<file path="src/rtl/conv_out_buffer.sv">
// Bias add with saturation and optional ReLU, then a FIFO to the next layer.
// blob_dout_rdy is registered and sized so every beat in flight still fits.
module conv_out_buffer #(
  parameter int DW      = 16,
  parameter int KPF     = 2,
  parameter int DEPTH   = 32,
  parameter int AW      = 5,
  parameter int SLACK   = 10,
  parameter int RELU_EN = 1
) (
  input  logic              clk,
  input  logic              rst,
  input  logic              in_en,
  input  logic              in_eop,
  input  logic [KPF*DW-1:0] in_data,
  input  logic [KPF*DW-1:0] in_bias,
  output logic              blob_dout_rdy,
  output logic              out_en,
  output logic              out_eop,
  output logic [KPF*DW-1:0] out_data,
  input  logic              out_rdy,
  output logic [AW:0]       level,
  output logic              overflow
);
  localparam int W = KPF * DW;
  localparam logic [DW-1:0]   SAT_MAX = {1'b0, {(DW-1){1'b1}}};
  localparam logic [DW-1:0]   SAT_MIN = {1'b1, {(DW-1){1'b0}}};
  localparam logic [AW+1:0]   RDY_LIM = (AW+2)'(DEPTH - SLACK);
  localparam logic [AW:0]     FULL_LVL = (AW+1)'(DEPTH);

  logic signed [DW:0] s;
  logic [W-1:0]       lane_res;

  // One extra bit of headroom makes the true sign of the sum s[DW].
  always_comb begin
    s        = '0;
    lane_res = '0;
    for (int i = 0; i < KPF; i++) begin
      s = $signed({in_data[i*DW+DW-1], in_data[i*DW +: DW]})
        + $signed({in_bias[i*DW+DW-1], in_bias[i*DW +: DW]});
      if (s[DW] != s[DW-1])
        lane_res[i*DW +: DW] = s[DW] ? SAT_MIN : SAT_MAX;
      else
        lane_res[i*DW +: DW] = s[DW-1:0];
      if (RELU_EN != 0 && s[DW])
        lane_res[i*DW +: DW] = '0;
    end
  end

  logic [W-1:0]  d1;
  logic          v1;
  logic          eop1;
  logic [W:0]    mem [DEPTH];
  logic [AW-1:0] wp;
  logic [AW-1:0] rp;
  logic          pop;
  logic          push;
  logic          full;
  logic [AW+1:0] used;

  // Pop is decided from registered level, so a just-pushed entry waits a cycle.
  assign pop  = (level != '0) && out_rdy;
  assign full = (level == FULL_LVL);
  assign push = v1 && (!full || pop);
  assign used = {1'b0, level} + (AW+2)'(v1);

  always_ff @(posedge clk) begin
    if (rst) begin
      d1            <= '0;
      v1            <= 1'b0;
      eop1          <= 1'b0;
      wp            <= '0;
      rp            <= '0;
      level         <= '0;
      overflow      <= 1'b0;
      out_en        <= 1'b0;
      out_eop       <= 1'b0;
      out_data      <= '0;
      blob_dout_rdy <= 1'b0;
    end else begin
      d1   <= lane_res;
      v1   <= in_en;
      eop1 <= in_eop & in_en;
      if (push) wp <= wp + 1'b1;
      if (pop)  rp <= rp + 1'b1;
      if (push && !pop)
        level <= level + 1'b1;
      else if (pop && !push)
        level <= level - 1'b1;
      if (v1 && !push) overflow <= 1'b1;
      out_en <= pop;
      if (pop) begin
        out_data <= mem[rp][W-1:0];
        out_eop  <= mem[rp][W];
      end
      blob_dout_rdy <= (used < RDY_LIM);
    end
  end

  // When full, push and pop share one slot: the read above sees the old entry.
  always_ff @(posedge clk) begin
    if (push) mem[wp] <= {eop1, d1};
  end
endmodule

</file>
<file path="config.mk">
export PLATFORM = sky130hd
export DESIGN_NAME = conv_out_buffer
export DESIGN_NICKNAME = d
export VERILOG_FILES = /design/src/rtl/conv_out_buffer.sv
export SDC_FILE = /design/constraint.sdc
export NUM_CORES = 1
export LEC_CHECK = 0
export CAP_MARGIN = 20
export CORE_MARGIN = 8
export CORE_UTILIZATION = 50
export DETAILED_ROUTE_END_ITERATION = 7
export HOLD_SLACK_MARGIN = 0.15
export PLACE_DENSITY_LB_ADDON = 0.15
export SYNTH_ARGS = -nofsm -noshare
export SYNTH_HDL_FRONTEND = slang
export SYNTH_SLANG_ARGS = --single-unit
</file>
<file path="constraint.sdc">
create_clock -name clk -period 8.2 [get_ports clk]
set_input_delay 2.05 -clock clk [delete_from_list [all_inputs] [get_ports clk]]
set_output_delay 2.05 -clock clk [all_outputs]
set_load 0.05 [all_outputs]
</file>
==> results by group <==
Synthesis
  • Proportion of netlist area held by the largest area contributor: between 70% and 80%
  • EDFF count, synth: approximately 1,100
  • Synth top area cells: edfxtp_1 71%, mux4_2 15%, dfxtp_1 3.8%, mux2_2 1.7%, ha_1 1.2%
  • Warnings from Yosys: 0
  • Biggest area consumer among synthesized cells: edfxtp_1
  • Flops & latches, synth: 1,142
  • Syn Inst Count: 2,129
  • Async SR Flop Fraction: 0%
  • Ys flop type: edfxtp_1
  • Synth Cell Area: 0.0449 mm²
  • Sequential cell area fraction in the yosys report: roughly three quarters
  • Distinct cells, synth: 58
  • Synth Area per Inst: between 20 and 25 µm²

Cells and area
  • Commonest non-fill, non-tap cell in the layout: edfxtp_1
  • Share of cells above drive strength 1: 28.5%
  • Design area: 0.0520 mm²
  • Fin nets: around 2,400
  • Final Util: 58.2%
  • Area delta synth->final: 15.9%
  • Ant diodes: 0
  • Post-Layout Cell Count: roughly 3,600
  • Most frequent cells in the layout: 1,056 x edfxtp_1, 297 x mux4_2, 115 x clkbuf_16, 110 x clkdlybuf4s50_1, 81 x dfxtp_1

Clock network
  • Gates resized, CTS repair: 0
  • Cts hold-fix bufs: 0
  • Post-CTS Setup Bufs: 0
  • Worst skew pair latency: between 0.6 and 0.7 ns
  • H-tree depth: 3
  • Clk sink count: between 1,000 and 1,500
  • Clock slew at reported path FFs: 0.06 ns
  • TritonCTS clock tree: built
  • CTS Buffer Depth: 3
  • Clk root buf: clkbuf_16
  • Inserted Clock Buffers: 113

Critical path
  • Reg-to-reg startpoint: rp[1]$_SDFFE_PP0P_
  • Worst setup EP type: register
  • Reg2reg path depth: 6
  • Worst r2r dst: out_data[31]$_SDFFE_PP0P_
  • CP Launch Type: input pin
  • WS Path Type: in2reg
  • Worst R2R Setup Slack: 4.52 ns
  • Crit path required time: 8.73 ns
  • Worst Path Arrival: around 5.2 ns
  • CP Max Fanout: 8

Route
  • DR WL/cell: between 20 and 30 µm
  • Vias per cell: around 6.0
  • Routed wire length: ~110,000 µm
  • DR pass1 iterations: 5
  • Starting DRT DRC Count: ~2,300
  • Routed Antenna Nets: 0
  • Vias: 21,700
  • Drc violations: 0

GRT
  • Vias in the first global route: 23,000
  • Largest net degree at the start of global routing: 105
  • Total Routing Usage GR: 21.4%
  • First-pass GRT wire length: about 160,000 µm
  • Grt ovf: 0
  • Initial antenna violation count: 2

STA
  • Clk_skew: between 0.02 and 0.025 ns
  • Crit path time final: about 4.6 ns
  • RSZ-0062 raised after global routing: no
  • Fmax: 216 MHz
  • Worst hold margin: between 0.4 and 0.5 ns
  • Slew headroom: between 30% and 40%
  • Slew Viols, Final: 0
  • Final Hold Vio Count: 0
  • Fin Setup TNS: 0 ns
  • Fin crit share: 56.5%
  • Slew @ Worst Pin: 1.02 ns
  • Final setup viols: 0

Min path
  • Hold EP: out_data[2]$_SDFFE_PP0P_
  • Min-delay worst type: reg2reg
  • Min-Delay Path Depth: 2
  • HP Start: out_data[2]$_SDFFE_PP0P_

Floorplan
  • FP Rows: between 100 and 150
  • Core ar.: around 0.089 mm²
  • I/O pins: approximately 110
  • Die area: between 0.09 and 0.1 mm²
  • Initial core utilization: 50.2%
  • Die Ht: ~320 µm
  • Die Wd: 316 µm

Pwr
  • PwrDens: roughly 300 mW/mm²
  • Peak VDD IR: around 160 µV
  • Pleak: 16.5 nW

Outcome
  • Outcome: completed

Placed design
  • Placed Area: around 0.048 mm²
  • IO Port Bufs: 110
  • DP HPWL: roughly 61,000 µm
  • Placed cells: roughly 3,400
  • Gpl congestion: 0.857

Flow run
  • Max-cap violations: 0
-- metrics by stage --
| stage | total power [mW] | setup slack [ns] |
|---|---|---|
| 6_report | 15.2 | 3.57 |
| 5_1_grt | 15.8 | 3.39 |
| 3_3_place_gp | 9.95 | 2.96 |
| 2_1_floorplan | 9.16 | 3.81 |
| 3_5_place_dp | 10.0 | 2.90 |
| 4_1_cts | 15.3 | 3.61 |
-- worst max-delay path, stage by stage --
cell	delay (ns)
clkdlybuf4s50_1	0.51
inv_1	0.05
a31oi_1	0.66
inv_1	0.14
ha_1	0.28
inv_1	0.19
ha_1	0.27
a21o_1	0.19
a21o_1	0.21
a211o_1	0.30
o211ai_1	0.11
xnor2_1	0.15
nor2_1	0.05
-- cell families (layout without fill, tap and decap cells) --
logic type	Yosys count	after routing	synth area share (%)
fa+ha+maj	46	46	1.33
compound gates	201	201	3.01
mux	365	365	16.6
flops	1142	1142	74.5
buf+inv	125	429	1.59
xor+xnor	37	37	0.722
other cells	1	2	0.00836
simple gates	212	212	2.24
-- Yosys cell counts, types with 5 or more instances --
library cell and count:
nand2_1 65, buf_2 36, and2_1 5, edfxtp_1 1056
xnor2_1 20, o22ai_1 35, nor2b_1 35, nor3_1 7
nand3_1 11, ha_1 43, buf_6 26, mux4_2 297
nor2_1 60, xor2_1 17, nand4_1 5, mux2_2 67
clkbuf_1 40, inv_1 18, o211ai_1 9, a21o_1 14
a21oi_2 10, o21ai_0 14, dfxtp_1 86, a31oi_1 5
o31ai_1 33, a21oi_1 57
-- cell type report --
| class | instances | area (µm²) |
|---|---|---|
| fillers | 6512 | 37400 |
| flip-flops and latches | 1142 | 33400 |
| multi-input cells | 863 | 11000 |
| clock buffers | 167 | 3310 |
| repair buffers | 196 | 2140 |
| well taps | 1176 | 1470 |
| clock inverters | 48 | 606 |
| inverters | 18 | 67.6 |
-- registers in the layout, summed over array words and instances (netlist names) --
name and count:
blob_dout_rdy 1, d1 32, eop1 1, level 6, mem 1056, out_data 32
out_en 1, out_eop 1, overflow 1, rp 5, v1 1, wp 5
-- how the worst max path moves through the flow --
stage	startpoint	endpoint	slack (ns)
after CTS	out_rdy	mem[15][31]$_DFFE_PP_	3.61
after global placement	out_rdy	mem[15][31]$_DFFE_PP_	2.96
after global routing	out_rdy	level[5]$_SDFFE_PP0P_	3.39
final	out_rdy	level[5]$_SDFFE_PP0P_	3.57
after detailed placement	out_rdy	mem[15][31]$_DFFE_PP_	2.90
after floorplan	out_rdy	mem[23][0]$_DFFE_PP_	3.81
-- power by group --
group	internal [mW]	total, mW	switching [mW]	leakage [nW]
logic	1.46	3.07	1.61	4.14
clock network	3.18	5.34	2.16	1.92
registers	6.63	6.84	0.212	10.5
-- layer usage --
layer	global-route usage (%)	share of wire, %	vias up
li1	-	-	9271
met1	29.8	42	11600
met2	36.2	50	679
met3	2.44	5.1	139
met4	5.63	2.3	0
met5	0	0	-
Note: power is estimated with default switching activity, not from simulation.
